<file path="src/rtl/fetch_pc_ctrl_if.sv">
`default_nettype none
// ============================================================================
// Module      : fetch_pc_ctrl_if
// Description : Signal bundle between the fetch PC controller and the blocks
//               around it: the hazard unit (stall), the instruction memory,
//               the BTB (lookup and update), the EX stage (resolved control
//               flow) and the decode stage (IF/ID register, flush).
//
//   Inputs to the controller (driven by the environment):
//     stall_if              hold PC and IF/ID
//     imem_instr            instruction read combinationally at pc
//     btb_predicted_taken   BTB hit for pc
//     btb_predicted_target  BTB target for pc
//     ex_valid / ex_is_ctrl / ex_pc / ex_taken / ex_target
//                           resolved control-flow result from EX
//     ex_pred_taken / ex_pred_target
//                           prediction that travelled with the EX instruction
//   Outputs of the controller:
//     pc, btb_en            fetch address and BTB lookup enable
//     if_id_*               IF/ID pipeline register and prediction metadata
//     flush                 kill younger (ID/EX) contents this cycle
//     upd_branch_pc / upd_taken / upd_target
//                           BTB update write
//     br_count / mispred_count
//                           saturating performance counters
//
//   Modports: master = the controller view, slave = the environment view.
//
// Revision    : 1.0 - initial release
// ============================================================================
interface fetch_pc_ctrl_if #(
  parameter int ADDR_WIDTH = 32,
  parameter int CNT_WIDTH  = 32
);

  // Environment -> controller
  logic                  stall_if;
  logic [31:0]           imem_instr;
  logic                  btb_predicted_taken;
  logic [ADDR_WIDTH-1:0] btb_predicted_target;
  logic                  ex_valid;
  logic                  ex_is_ctrl;
  logic [ADDR_WIDTH-1:0] ex_pc;
  logic                  ex_taken;
  logic [ADDR_WIDTH-1:0] ex_target;
  logic                  ex_pred_taken;
  logic [ADDR_WIDTH-1:0] ex_pred_target;

  // Controller -> environment
  logic [ADDR_WIDTH-1:0] pc;
  logic                  btb_en;
  logic                  if_id_valid;
  logic [ADDR_WIDTH-1:0] if_id_pc;
  logic [31:0]           if_id_instr;
  logic                  if_id_pred_taken;
  logic [ADDR_WIDTH-1:0] if_id_pred_target;
  logic                  flush;
  logic [ADDR_WIDTH-1:0] upd_branch_pc;
  logic                  upd_taken;
  logic [ADDR_WIDTH-1:0] upd_target;
  logic [CNT_WIDTH-1:0]  br_count;
  logic [CNT_WIDTH-1:0]  mispred_count;

  modport master (
    input  stall_if, imem_instr, btb_predicted_taken, btb_predicted_target,
           ex_valid, ex_is_ctrl, ex_pc, ex_taken, ex_target,
           ex_pred_taken, ex_pred_target,
    output pc, btb_en, if_id_valid, if_id_pc, if_id_instr,
           if_id_pred_taken, if_id_pred_target, flush,
           upd_branch_pc, upd_taken, upd_target, br_count, mispred_count
  );

  modport slave (
    output stall_if, imem_instr, btb_predicted_taken, btb_predicted_target,
           ex_valid, ex_is_ctrl, ex_pc, ex_taken, ex_target,
           ex_pred_taken, ex_pred_target,
    input  pc, btb_en, if_id_valid, if_id_pc, if_id_instr,
           if_id_pred_taken, if_id_pred_target, flush,
           upd_branch_pc, upd_taken, upd_target, br_count, mispred_count
  );

endinterface : fetch_pc_ctrl_if
`default_nettype wire

</file>
<file path="src/rtl/fetch_pc_ctrl.sv">
`default_nettype none
// ============================================================================
// Module      : fetch_pc_ctrl
// Description : Instruction-fetch PC generator and branch-resolution
//               controller. Holds the fetch PC, the IF/ID register with the
//               BTB prediction that was used for each fetched instruction,
//               and branch / misprediction counters. Compares the resolved
//               outcome arriving from EX against the prediction carried with
//               it, redirects fetch and flushes younger stages on a
//               misprediction, and forms the BTB update write.
//
//   Ports:
//     clk    clock
//     reset  synchronous, active-low reset
//     bus    fetch_pc_ctrl_if.master (see interface header for members)
//
//   Parameters:
//     ADDR_WIDTH  PC / target width
//     RESET_PC    fetch address after reset
//     CNT_WIDTH   performance counter width
//
// Revision    : 1.0 - initial release
// ============================================================================
module fetch_pc_ctrl #(
  parameter int                    ADDR_WIDTH = 32,
  parameter logic [ADDR_WIDTH-1:0] RESET_PC   = '0,
  parameter int                    CNT_WIDTH  = 32
) (
  input  wire                   clk,
  input  wire                   reset,
  fetch_pc_ctrl_if.master       bus
);

  // --------------------------------------------------------------------------
  // Constants
  // --------------------------------------------------------------------------
  localparam logic [ADDR_WIDTH-1:0] c_PC_STEP    = ADDR_WIDTH'(4);
  // Instruction addresses are word aligned: bits [1:0] are always cleared.
  localparam logic [ADDR_WIDTH-1:0] c_ALIGN_MASK = ~ADDR_WIDTH'(3);
  localparam logic [CNT_WIDTH-1:0]  c_CNT_MAX    = '1;

  // --------------------------------------------------------------------------
  // Control FSM
  // BOOT holds the reset PC for one cycle with the BTB disabled; RUN fetches.
  // --------------------------------------------------------------------------
  typedef enum logic [0:0] {
    ST_BOOT = 1'b0,
    ST_RUN  = 1'b1
  } state_t;

  state_t r_state;
  logic   r_btb_en;

  always_ff @(posedge clk) begin
    if (!reset) begin
      r_state  <= ST_BOOT;
      r_btb_en <= 1'b0;
    end else begin
      case (r_state)
        ST_BOOT: begin
          r_state  <= ST_RUN;
          r_btb_en <= 1'b1;
        end
        ST_RUN: begin
          r_state  <= ST_RUN;
          r_btb_en <= 1'b1;
        end
        default: begin
          r_state  <= ST_BOOT;
          r_btb_en <= 1'b0;
        end
      endcase
    end
  end

  logic w_run;
  assign w_run = (r_state == ST_RUN);

  // --------------------------------------------------------------------------
  // Misprediction detection and redirect target
  // --------------------------------------------------------------------------
  logic                  w_ctrl_taken;
  logic                  w_dir_wrong;
  logic                  w_tgt_wrong;
  logic                  w_false_hit;
  logic                  w_mispredict;
  logic [ADDR_WIDTH-1:0] w_redirect_pc;

  assign w_ctrl_taken = bus.ex_is_ctrl & bus.ex_taken;

  // Direction disagreed with the prediction.
  assign w_dir_wrong  = bus.ex_is_ctrl & (bus.ex_taken != bus.ex_pred_taken);

  // Direction right (taken) but the BTB pointed somewhere else, e.g. a jalr
  // whose register target changed since the BTB entry was written.
  assign w_tgt_wrong  = w_ctrl_taken & bus.ex_pred_taken &
                        (bus.ex_target != bus.ex_pred_target);

  // BTB hit on something that turned out not to be a control instruction
  // (aliasing); fetch went off-path and must resume sequentially.
  assign w_false_hit  = ~bus.ex_is_ctrl & bus.ex_pred_taken;

  assign w_mispredict = bus.ex_valid & (w_dir_wrong | w_tgt_wrong | w_false_hit);

  // Correct path: taken target, otherwise the instruction after the EX one.
  assign w_redirect_pc = w_ctrl_taken ? bus.ex_target : (bus.ex_pc + c_PC_STEP);

  // --------------------------------------------------------------------------
  // Next-PC selection
  // Priority: mispredict > stall > BTB prediction > sequential.
  // In BOOT the reset PC is held so that it is the first address fetched.
  // --------------------------------------------------------------------------
  logic [ADDR_WIDTH-1:0] r_pc;
  logic [ADDR_WIDTH-1:0] w_next_pc;

  always_comb begin
    w_next_pc = r_pc;
    if (w_run) begin
      if (w_mispredict) begin
        w_next_pc = w_redirect_pc;
      end else if (bus.stall_if) begin
        w_next_pc = r_pc;
      end else if (bus.btb_predicted_taken) begin
        w_next_pc = bus.btb_predicted_target;
      end else begin
        w_next_pc = r_pc + c_PC_STEP;
      end
    end
  end

  // --------------------------------------------------------------------------
  // PC and IF/ID registers
  // --------------------------------------------------------------------------
  logic                  r_if_id_valid;
  logic [ADDR_WIDTH-1:0] r_if_id_pc;
  logic [31:0]           r_if_id_instr;
  logic                  r_if_id_pred_taken;
  logic [ADDR_WIDTH-1:0] r_if_id_pred_target;

  always_ff @(posedge clk) begin
    if (!reset) begin
      r_pc                <= RESET_PC & c_ALIGN_MASK;
      r_if_id_valid       <= 1'b0;
      r_if_id_pc          <= '0;
      r_if_id_instr       <= '0;
      r_if_id_pred_taken  <= 1'b0;
      r_if_id_pred_target <= '0;
    end else begin
      r_pc <= w_next_pc & c_ALIGN_MASK;

      // Nothing is captured in BOOT; the fetch at the reset PC happens in the
      // first RUN cycle.
      if (w_run) begin
        if (w_mispredict) begin
          // Instruction currently in IF is on the wrong path. Only the valid
          // bit matters; the payload is left as is.
          r_if_id_valid <= 1'b0;
        end else if (!bus.stall_if) begin
          r_if_id_valid       <= 1'b1;
          r_if_id_pc          <= r_pc;
          r_if_id_instr       <= bus.imem_instr;
          r_if_id_pred_taken  <= bus.btb_predicted_taken;
          r_if_id_pred_target <= bus.btb_predicted_target;
        end
      end
    end
  end

  // --------------------------------------------------------------------------
  // Saturating performance counters
  // --------------------------------------------------------------------------
  logic [CNT_WIDTH-1:0] r_br_count;
  logic [CNT_WIDTH-1:0] r_mispred_count;
  logic                 w_br_event;

  assign w_br_event = bus.ex_valid & bus.ex_is_ctrl;

  always_ff @(posedge clk) begin
    if (!reset) begin
      r_br_count      <= '0;
      r_mispred_count <= '0;
    end else begin
      if (w_br_event && (r_br_count != c_CNT_MAX)) begin
        r_br_count <= r_br_count + 1'b1;
      end
      if (w_mispredict && (r_mispred_count != c_CNT_MAX)) begin
        r_mispred_count <= r_mispred_count + 1'b1;
      end
    end
  end

  // --------------------------------------------------------------------------
  // Outputs
  // --------------------------------------------------------------------------
  assign bus.pc                = r_pc;
  assign bus.btb_en            = r_btb_en;
  assign bus.if_id_valid       = r_if_id_valid;
  assign bus.if_id_pc          = r_if_id_pc;
  assign bus.if_id_instr       = r_if_id_instr;
  assign bus.if_id_pred_taken  = r_if_id_pred_taken;
  assign bus.if_id_pred_target = r_if_id_pred_target;

  assign bus.flush             = w_mispredict;

  // BTB write: every resolved instruction updates its entry; only taken
  // control flow is recorded as taken.
  assign bus.upd_branch_pc     = bus.ex_pc;
  assign bus.upd_target        = bus.ex_target;
  assign bus.upd_taken         = bus.ex_valid & w_ctrl_taken;

  assign bus.br_count          = r_br_count;
  assign bus.mispred_count     = r_mispred_count;

endmodule : fetch_pc_ctrl
`default_nettype wire

</file>
<file path="src/flat_wrapper.sv">
// flat-port wrapper written by rule: the top's interface ports become plain ports
module fetch_pc_ctrl_flat 
#(
  parameter int                    ADDR_WIDTH = 32,
  parameter logic [ADDR_WIDTH-1:0] RESET_PC   = '0,
  parameter int                    CNT_WIDTH  = 32
)
  (clk, reset, bus_stall_if, bus_imem_instr, bus_btb_predicted_taken, bus_btb_predicted_target, bus_ex_valid, bus_ex_is_ctrl, bus_ex_pc, bus_ex_taken, bus_ex_target, bus_ex_pred_taken, bus_ex_pred_target, bus_pc, bus_btb_en, bus_if_id_valid, bus_if_id_pc, bus_if_id_instr, bus_if_id_pred_taken, bus_if_id_pred_target, bus_flush, bus_upd_branch_pc, bus_upd_taken, bus_upd_target, bus_br_count, bus_mispred_count);
  fetch_pc_ctrl_if #(.ADDR_WIDTH(ADDR_WIDTH), .CNT_WIDTH(CNT_WIDTH)) bus_i ();
  input  wire clk;
  input  wire reset;
  input wire logic [$bits(bus_i.stall_if)-1:0] bus_stall_if;
  input wire logic [$bits(bus_i.imem_instr)-1:0] bus_imem_instr;
  input wire logic [$bits(bus_i.btb_predicted_taken)-1:0] bus_btb_predicted_taken;
  input wire logic [$bits(bus_i.btb_predicted_target)-1:0] bus_btb_predicted_target;
  input wire logic [$bits(bus_i.ex_valid)-1:0] bus_ex_valid;
  input wire logic [$bits(bus_i.ex_is_ctrl)-1:0] bus_ex_is_ctrl;
  input wire logic [$bits(bus_i.ex_pc)-1:0] bus_ex_pc;
  input wire logic [$bits(bus_i.ex_taken)-1:0] bus_ex_taken;
  input wire logic [$bits(bus_i.ex_target)-1:0] bus_ex_target;
  input wire logic [$bits(bus_i.ex_pred_taken)-1:0] bus_ex_pred_taken;
  input wire logic [$bits(bus_i.ex_pred_target)-1:0] bus_ex_pred_target;
  output wire logic [$bits(bus_i.pc)-1:0] bus_pc;
  output wire logic [$bits(bus_i.btb_en)-1:0] bus_btb_en;
  output wire logic [$bits(bus_i.if_id_valid)-1:0] bus_if_id_valid;
  output wire logic [$bits(bus_i.if_id_pc)-1:0] bus_if_id_pc;
  output wire logic [$bits(bus_i.if_id_instr)-1:0] bus_if_id_instr;
  output wire logic [$bits(bus_i.if_id_pred_taken)-1:0] bus_if_id_pred_taken;
  output wire logic [$bits(bus_i.if_id_pred_target)-1:0] bus_if_id_pred_target;
  output wire logic [$bits(bus_i.flush)-1:0] bus_flush;
  output wire logic [$bits(bus_i.upd_branch_pc)-1:0] bus_upd_branch_pc;
  output wire logic [$bits(bus_i.upd_taken)-1:0] bus_upd_taken;
  output wire logic [$bits(bus_i.upd_target)-1:0] bus_upd_target;
  output wire logic [$bits(bus_i.br_count)-1:0] bus_br_count;
  output wire logic [$bits(bus_i.mispred_count)-1:0] bus_mispred_count;
  assign bus_i.stall_if = bus_stall_if;
  assign bus_i.imem_instr = bus_imem_instr;
  assign bus_i.btb_predicted_taken = bus_btb_predicted_taken;
  assign bus_i.btb_predicted_target = bus_btb_predicted_target;
  assign bus_i.ex_valid = bus_ex_valid;
  assign bus_i.ex_is_ctrl = bus_ex_is_ctrl;
  assign bus_i.ex_pc = bus_ex_pc;
  assign bus_i.ex_taken = bus_ex_taken;
  assign bus_i.ex_target = bus_ex_target;
  assign bus_i.ex_pred_taken = bus_ex_pred_taken;
  assign bus_i.ex_pred_target = bus_ex_pred_target;
  assign bus_pc = bus_i.pc;
  assign bus_btb_en = bus_i.btb_en;
  assign bus_if_id_valid = bus_i.if_id_valid;
  assign bus_if_id_pc = bus_i.if_id_pc;
  assign bus_if_id_instr = bus_i.if_id_instr;
  assign bus_if_id_pred_taken = bus_i.if_id_pred_taken;
  assign bus_if_id_pred_target = bus_i.if_id_pred_target;
  assign bus_flush = bus_i.flush;
  assign bus_upd_branch_pc = bus_i.upd_branch_pc;
  assign bus_upd_taken = bus_i.upd_taken;
  assign bus_upd_target = bus_i.upd_target;
  assign bus_br_count = bus_i.br_count;
  assign bus_mispred_count = bus_i.mispred_count;
  fetch_pc_ctrl #(.ADDR_WIDTH(ADDR_WIDTH), .RESET_PC(RESET_PC), .CNT_WIDTH(CNT_WIDTH)) u_core (.clk(clk), .reset(reset), .bus(bus_i));
endmodule
</file>
<file path="config.mk">
export PLATFORM = sky130hd
export DESIGN_NAME = fetch_pc_ctrl_flat
export DESIGN_NICKNAME = d
export VERILOG_FILES = /design/src/rtl/fetch_pc_ctrl_if.sv /design/src/rtl/fetch_pc_ctrl.sv /design/src/flat_wrapper.sv
export SDC_FILE = /design/constraint.sdc
export NUM_CORES = 1
export LEC_CHECK = 0
export ABC_AREA = 1
export BUFFER_PORTS_ARGS = -buffer_cell sky130_fd_sc_hd__buf_2
export CAP_MARGIN = 15
export CORE_MARGIN = 2
export CORE_UTILIZATION = 45
export DETAILED_ROUTE_END_ITERATION = 16
export GPL_TIMING_DRIVEN = 0
export PLACE_DENSITY = 0.79
export RECOVER_POWER = 50
export SYNTH_ARGS = -nofsm -noshare
export SYNTH_HDL_FRONTEND = slang
export SYNTH_SLANG_ARGS = --single-unit
</file>
<file path="constraint.sdc">
create_clock -name clk -period 3.1 [get_ports clk]
set_clock_uncertainty 0.05 [all_clocks]
set_input_delay 0.155 -clock clk [delete_from_list [all_inputs] [get_ports clk]]
set_output_delay 0.155 -clock clk [all_outputs]
set_load 0.02 [all_outputs]
</file>
==> results.toml, run 1 <==
[run_status]
status = "finished, final reports clean"

[layout]
finalNetCount = 2706
area_growth_pct = 27.17
instances_no_fill = 2920
layout-drive-gt1-share = 0.1358
final_util = 0.5852
fin_area_um2 = 15860

[clock_tree]
cts_tree = "done"
cts_root_buf = "clkbuf_16"
cts_buffers = 17
cts.repair.resized = 0
clk_latency_ns = 0.44
htreeDepth = 4
path_clk_slew_ns = 0.08
max-clock-path-buffers = 2
cts_setup_buffers = 0
cts_sinks = 191

[power_and_ir_drop]
power_mw = 6.085
p_leak_nw = 6.463
power.density_nw_per_um2 = 383.7
ir_drop_mv = 0.3220

[global_routing]
grt_max_degree = 18
grt_antenna_before_repair = 2
overflow = 0
grt_first_pass_wirelength_mm = 79.55
grt_pass1_vias = 14165
grtUsageTotal = 0.3540

[sta]
hold_viol = 0
hold_ws_ns = 0.01474
report.final.setup_viol = 0
maxSlewHeadroom = 0.3138
worst_pin_slew_ns = 1.020
layout_setup_ws_ns = 0.5008
slew_violations = 0
maxClockFrequency_ghz = 0.3847
period_needed_ns = 2.599
setup_tns_ns = 0
rsz0062_at_grt = "no"
period_share = 0.8385

[place]
port_buffers = 421
dp_hpwl_mm = 41.84
dp_slack_ns = 0.5148
gp_congestion = 0.9942
placed_cell_area_um2 = 15050
post-place-cells = 2833

[floorplan]
start_util = 0.4602
pin_count = 429
num_rows = 60
dieArea_um2 = 29060
die_w_um = 170.5
core-area_um2 = 27100
die_y_um = 170.5

[critical_path]
cp.required_ns = 3.38
crit_arrival_ns = 2.88
worstSetupStartpointType = "flop"
end_kind = "flop"
crit_fanout = 8
reg2regPathDepth = 12
critical_path_class = "flop to flop"

[routing]
routed_via_density = 5.330
wl_per_cell_um = 18.08
routed_wl_mm = 52.78
post-route-drc-count = 0
drt_iter0_markers = 1343
vias = 15565
dr.pass1.iters = 7
drtAntennaViolNets = 0

[run]
max_cap_violations = 0

[logic_synthesis]
yosys_most_used_dff = "dfxtp_1"
syn_inst = 2037
synth.distinct_cells = 37
synth-seq-cells = 191
synth_edf_count = 0
ys_warn_count = 0
yosysSeqAreaShare = 0.3066
synth_area_leaders = "dfxtp_1, nand2_1, nor2_1"
avgSynthCellArea_um2 = 6.122
netlist_area_um2 = 12470
synth_top_area_share = 0.3066
async_flop_share = 0
yosys-top-cells-count = "nand2_1, nor2_1, dfxtp_1"
yosysTopAreaCell = "dfxtp_1"
yosysMostFrequentCell = "nand2_1"

[hold_path]
holdPathStages = 3
min-delay-path-class = "input pin to flop"
registers in the layout (all words and copies together), names as in the netlist:
signal / count
u_core.bus.br_count: 32
u_core.bus.if_id_instr: 32
u_core.bus.if_id_pc: 30
u_core.bus.if_id_pred_taken: 1
u_core.bus.if_id_pred_target: 32
u_core.bus.if_id_valid: 1
u_core.bus.mispred_count: 32
u_core.bus.pc: 30
u_core.r_state: 1
worst max-delay path, stage by stage, from the launching register on:
cell	delay (ns)
dfxtp_1	0.63
ha_1	0.27
nand3_1	0.14
nor2_1	0.38
inv_1	0.10
o21ai_0	0.18
nand3_1	0.15
o21ai_0	0.11
nor2_1	0.05
nand2_1	0.07
nand2_1	0.05
nor2_1	0.22
nor2_1	0.08
timing repair:
item                       CTS  global route
hold buffers                54             0
hold endpoints to repair    54             0
setup endpoints to repair    0             0
layer usage:
metal	vias up	wire, um	global-route usage	share of wire
li1	7545	-	-	-
met1	7126	21670	0.4557	0.41
met2	761	23680	0.5610	0.45
met3	131	5601	0.1030	0.11
met4	2	1818	0.1319	0.034
met5	-	14	0	0.00027
kinds of logic after synthesis:
kind of cell / after synthesis / synth area share
AOI/OAI and AO/OA: 222 / 0.09160
xor gates and xnor gates: 77 / 0.05408
adders and majority gates: 4 / 0.004013
buffers and inverters: 300 / 0.1174
DFF: 191 / 0.3066
other: 1 / 0.0003007
and+or+nand+nor: 1242 / 0.4260
layout make-up:
type / count / area, um^2
inverter: 127 / 476.7
tap: 372 / 465.4
timing repair buffer: 475 / 2367
buffer: 173 / 987.2
multi-input combinational: 1549 / 7194
fill: 2848 / 11240
sequential: 191 / 3824
clock inverter: 12 / 105.1
clock buffer: 20 / 436.7
antenna: 1 / 2.502
final timing paths:
kind	from	end	slack, ns
max	u_core.bus.pc[2]	u_core.bus.pc[16]	0.50
min	bus_btb_predicted_target[22]	u_core.bus.if_id_pred_target[22]	0.01
max reg2reg	u_core.bus.pc[2]	u_core.bus.pc[16]	0.50
min reg2reg	u_core.bus.if_id_pc[21]	u_core.bus.if_id_pc[21]	0.41
cell usage in the layout, fill, tap and decap left out, drive strengths merged, types with 44 or more instances in the layout:
cell type / count
inv: 129
nor2: 264
nand3: 135
xor2: 49
buf: 301
nand4: 114
clkbuf: 313
a21oi: 168
nand2: 669
o21ai: 44
dlygate4sd3: 54
dfxtp: 191
where the power goes:
| group | switching [mW] | leakage (nW) | internal [mW] |
|---|---|---|---|
| Sequential | 0.104 | 1.55 | 2.53 |
| Combinational | 0.863 | 4.65 | 0.448 |
| Clock | 1.09 | 0.257 | 1.05 |
No activity file was read; power rests on OpenSTA's default activity.
==> run 2, diff against run 1 <==
- clock period: 3.1 -> 2.6 ns (I/O delays scaled with it)
==> run 2 against run 1 <==
Against the previous run:
- clock power increased by 19%
- setup slack got worse by 0.33 ns
- flip-flop and latch count unchanged
- non-clock buffer count increased by 6
- global-route usage increased by 0.14 points
==> results.toml, run 2 (synthesized netlist as in run 1, its figures left out) <==
[layout]
final_common_cell = "nand2_1"
area_growth_pct = 27.68
final_cell_mix = "nand2_1, clkbuf_1, nor2_1"
antenna-diode-count = 0
finalNetCount = 2712
final_util = 0.5875
fin_area_um2 = 15920
instances_no_fill = 2925
layout-drive-gt1-share = 0.1371

[power_and_ir_drop]
p_clk_frac = 0.350
pwr-share-comb = 0.216
p_leak_nw = 6.497
power.density_nw_per_um2 = 455.9
cellInternalPower_mw = 4.813
seqPwrFrac = 0.433
power_mw = 7.260
p_sw_frac = 0.3370
ir_drop_mv = 0.3786
power.switching_mw = 2.446

[floorplan]
core-area_um2 = 27100
die_w_um = 170.5
pin_count = 429
num_rows = 60
die_y_um = 170.5
start_util = 0.4602
dieArea_um2 = 29060

[critical_path]
cpMaxStageDelayCell = "dfxtp_1"
critPathLaunch = "u_core.bus.pc[3]"
path_buf_inv = 1
cpPeakStageDelay_ns = 0.51
cp.required_ns = 2.89
cp_top_family = "simple AND/OR/NAND/NOR gates"
reg2regPathDepth = 12
path_cells = "ha_1, nand3_1, nor2_1, inv_1, o21ai_0, nand3_1, o21ai_0, nor2_1, nand2_1, nand2_1, nor2_1, nor2_1"
crit_fanout = 6
critical_path_class = "flop to flop"
reg2reg_from = "u_core.bus.pc[3]"
worstSetupStartpointType = "flop"
r2r_setup_slack_ns = 0.17
cpMostUsedCell = "nor2_1"
crit_arrival_ns = 2.72
end_kind = "flop"
worstReg2RegEnd = "u_core.bus.pc[16]"

[hold_path]
min-delay-path-class = "input pin to flop"
min_to = "u_core.bus.if_id_pred_target[5]"
hp-start = "bus_btb_predicted_target[5]"
holdPathStages = 3

[place]
port_buffers = 421
dp_slack_ns = 0.03979
post-place-cells = 2833
placed_cell_area_um2 = 15050
dp_hpwl_mm = 41.84
gp_congestion = 0.9942

[sta]
setup_tns_ns = 0
maxClockFrequency_ghz = 0.4110
report.final.setup_viol = 0
period_share = 0.9357
layout_setup_ws_ns = 0.1671
hold_ws_ns = 0.01889
hold_viol = 0
worst_pin_slew_ns = 0.9655
period_needed_ns = 2.433
maxSlewHeadroom = 0.3504
rsz0062_at_grt = "no"
slew_violations = 0

[routing]
drt-met1-wl_mm = 21.72
wl_met3_mm = 5.495
wl_per_cell_um = 18.07
vias = 15627
highest_layer = "met4"
drt_iter0_markers = 1420
post-route-drc-count = 0
wl_met2_mm = 23.69
drtAntennaViolNets = 0
routed_via_density = 5.343
dr.pass1.iters = 5
routed_wl_mm = 52.85

[clock_tree]
cts_setup_buffers = 0
htreeDepth = 4
path_clk_slew_ns = 0.08
cts_root_buf = "clkbuf_16"
clk_latency_ns = 0.45
cts_tree = "done"
max-clock-path-buffers = 2
cts_buffers = 17
cts_sinks = 191

[global_routing]
grt_max_degree = 18
grt_first_pass_wirelength_mm = 79.89
overflow = 0
grt_antenna_before_repair = 0
grtUsageTotal = 0.3555
grt_pass1_vias = 14239

[run_status]
status = "finished, final reports clean"

[run]
max_cap_violations = 0
## run 2: cell count changes in the layout (fill, tap and decap cells not counted)
cell,delta
nor2_1,-1
dlygate4sd3_1,+6
diode_2,-1
nor2_2,+1
dfxtp_1,-1
clkbuf_1,-2
dfxtp_2,+1
buf_2,+2
## run 2: per-layer routing
metal	global-route usage	up-vias
li1	-	7555
met1	0.4568	7144
met2	0.5636	797
met3	0.1016	131
met4	0.1364	0
met5	0	-
## run 2: what timing repair did
action                     CTS  global route
hold buffers                60             0
hold endpoints to repair    60             0
gates resized for setup      0             2
setup endpoints to repair    0             6
## run 2: worst max path at each step
stage	endpoint	slack, ns	cells past startpoint
after floorplan	u_core.bus.mispred_count[2]	0.53	10
after global placement	u_core.bus.if_id_instr[21]	0.09	14
after detailed placement	u_core.bus.if_id_pred_target[1]	0.04	14
after CTS	u_core.bus.pc[16]	0.15	12
after global routing	u_core.bus.mispred_count[22]	0.003	10
final	u_core.bus.pc[16]	0.17	12
## run 2: final cells by class
class	count	area (um^2)
buffer	173	987.2
clock buffer	20	436.7
clock inverter	12	105.1
tap	372	465.4
sequential	191	3825
timing repair buffer	481	2430
multi-input combinational	1549	7197
inverter	127	476.7
fill	2845	11180
## run 2: power groups by stage
stage / Sequential, mW / Combinational (mW) / Clock [mW]
3_3_place_gp: 3.20 / 1.48 / 0
2_1_floorplan: 3.28 / 0.775 / 0
5_1_grt: 3.15 / 1.70 / 2.68
4_1_cts: 3.13 / 1.57 / 2.57
3_5_place_dp: 3.20 / 1.49 / 0
6_report: 3.14 / 1.57 / 2.54
## run 2: worst register-to-register path, cell delays in order, from the launching register on
cell and delay [ns]:
dfxtp_1 0.51, ha_1 0.25, nand3_1 0.14, nor2_1 0.36, inv_1 0.10, o21ai_0 0.19, nand3_1 0.14, o21ai_0 0.11
nor2_1 0.05, nand2_1 0.07, nand2_1 0.05, nor2_1 0.23, nor2_1 0.08
==> run 3, diff against run 2 <==
- ABC_AREA: 1 -> default
- CORE_AREA: default -> 2 2 164 166
- CORE_MARGIN: 2 -> default
- CORE_UTILIZATION: 45 -> default
- DIE_AREA: default -> 0 0 166 168
- PLACE_DENSITY: 0.79 -> 0.74
==> run 3 against run 2 <==
Against the previous run:
- non-clock buffer count shrank 18
- sequential share of layout area up 3.4 points
- area after synthesis is 17% lower
- largest cell class unchanged
- global-route usage fell by 6.1 points
- largest power group unchanged
- synthesized cell count decreased by 34%
==> results.toml, run 3 <==
[global_routing]
grt_use_met3 = 0.04678
grt_pass1_vias = 11108
overflow = 0
grtUsageTotal = 0.2949
grt_util_met2 = 0.5183
grt_antenna_before_repair = 5
grt_first_pass_wirelength_mm = 63.68
busiest_layer = "met2"
use_met1 = 0.3537
grt_max_degree = 20

[routing]
drt_iter0_markers = 726
drtAntennaViolNets = 0
vias = 11657
routed_wl_mm = 42.75
dr.pass1.iters = 5
wl_per_cell_um = 19.26
routed_via_density = 5.253
post-route-drc-count = 0

[critical_path]
crit_fanout = 10
worstSetupStartpointType = "input pin"
reg2regPathDepth = 7
crit_arrival_ns = 2.31
critical_path_class = "input pin to primary output"
cp.required_ns = 2.42
end_kind = "primary output"

[floorplan]
die_y_um = 168
start_util = 0.3932
core-area_um2 = 26350
pin_count = 429
num_rows = 60
die_w_um = 166
dieArea_um2 = 27890

[logic_synthesis]
netlist_area_um2 = 10360
ys_warn_count = 0
yosys-top-cells-count = "nand2_1, dfxtp_1, a21oi_1"
yosys_most_used_dff = "dfxtp_1"
synthMuxAreaShare = 0.03478
yosysTopAreaCell = "dfxtp_1"
yosysMostFrequentCell = "nand2_1"
synthAdderAreaFrac = 0.004830
synth_top_area_share = 0.3690
syn_inst = 1348
synth-compound-area-share = 0.1279
yosysSeqAreaShare = 0.3690
avgSynthCellArea_um2 = 7.686
synth-seq-cells = 191
async_flop_share = 0
synth_edf_count = 0
synth_xor_xnor_area_share = 0.1048
synth_top_family_by_area = "simple AND/OR/NAND/NOR gates"
synth.distinct_cells = 56
synth_area_leaders = "dfxtp_1, nand2_1, xnor2_1"
synth_simple_gate_area_frac = 0.2713

[sta]
hold_viol = 0
period_needed_ns = 2.494
maxClockFrequency_ghz = 0.4010
hold_ws_ns = 0.05882
period_share = 0.9591
report.final.setup_viol = 0
setup_tns_ns = 0
layout_setup_ws_ns = 0.1063
worst_pin_slew_ns = 0.8085
slew_violations = 0
rsz0062_at_grt = "no"
maxSlewHeadroom = 0.4610

[power_and_ir_drop]
power_mw = 7.133
power.density_nw_per_um2 = 510.6
ir_drop_mv = 0.4173
p_leak_nw = 5.421

[run_status]
status = "finished, final reports clean"

[layout]
layout-drive-gt1-share = 0.1874
finalNetCount = 2032
final_cell_mix = "nand2_1, clkbuf_1, buf_2"
multi_input_area_um2 = 5697
ff_latch_area_um2 = 3826
fillCellCount = 2629
instances_no_fill = 2219
final_common_cell = "nand2_1"
area_growth_pct = 34.81

[clock_tree]
cts_tree = "done"
max-clock-path-buffers = 2
path_clk_slew_ns = 0.07
htreeDepth = 4
cts_buffers = 17
cts_sinks = 191
clk_latency_ns = 0.44
cts_root_buf = "clkbuf_16"

[hold_path]
holdPathStages = 4
min-delay-path-class = "input pin to flop"

[place]
port_buffers = 422
dp_hpwl_mm = 33.90
gp_congestion = 0.9076
dp_slack_ns = -0.6533
post-place-cells = 2115

[run]
max_cap_violations = 0
## run 3: changes by cell type in the layout (fill, tap and decap cells not counted), sizes merged, moves of 51 or more
cell   change
nand3     -90
xnor2     +58
a21oi     -51
nor2     -177
nand4     -60
inv      -101
nand2    -382
## run 3: routing by layer
layer	up-vias	part of all wire
li1	5584	-
met1	5424	0.40
met2	556	0.49
met3	93	0.066
met4	0	0.044
met5	-	0
## run 3: worst max-delay path, cell delays in order
cell and delay, ns:
buf_2 0.15, xnor2_1 0.23, nand4_1 0.12, nor4_1 0.47, nand3_1 0.35, nand2_2 0.24, inv_2 0.08, clkbuf_1 0.28
buf_2 0.26
## run 3: cells by family (layout without fill, tap and decap cells)
family | count (synthesis) | in the layout
mux | 35 | 35
buf+inv | 168 | 690
flops | 191 | 191
simple gates | 597 | 597
xor+xnor | 124 | 124
other cells | 1 | 9
compound gates | 228 | 228
fa+ha+maj | 4 | 4
## run 3: final timing paths
check	start	endpoint	slack (ns)
max	bus_ex_target[24]	bus_flush	0.11
min	bus_ex_pc[26]	u_core.bus.pc[26]	0.06
min reg2reg	u_core.bus.if_id_instr[0]	u_core.bus.if_id_instr[0]	0.40
max reg2reg	u_core.bus.pc[9]	u_core.bus.pc[25]	0.13
## run 3: layout make-up
type	instances	area share
Antenna cell	5	0.0008957
Buffer	146	0.05876
Clock buffer	18	0.03144
Clock inverter	14	0.01057
Inverter	22	0.005912
Multi-Input combinational cell	992	0.4078
Sequential cell	191	0.2739
Tap cell	341	0.03054
Timing Repair Buffer	490	0.1801
## run 3: stage by stage
step	cell area, um^2	utilization
4_1_cts	14190	0.5385
3_5_place_dp	12920	0.4904
2_1_floorplan	10370	-
3_3_place_gp	12910	0.4900
5_1_grt	13970	0.5300
6_report	13970	0.5301
## run 3: what timing repair did
action,CTS,global route
setup endpoints to repair,33,20
hold buffers,66,0
resized for setup,4,10
cloned,0,0
setup buffers,0,1
pin swaps,1,1
endpoints found under the hold margin,68,0
## run 3: power by group
group	switching (mW)	total [mW]	internal, mW
combinational	0.846	1.36	0.518
sequential	0.137	3.16	3.03
clock	1.30	2.60	1.31
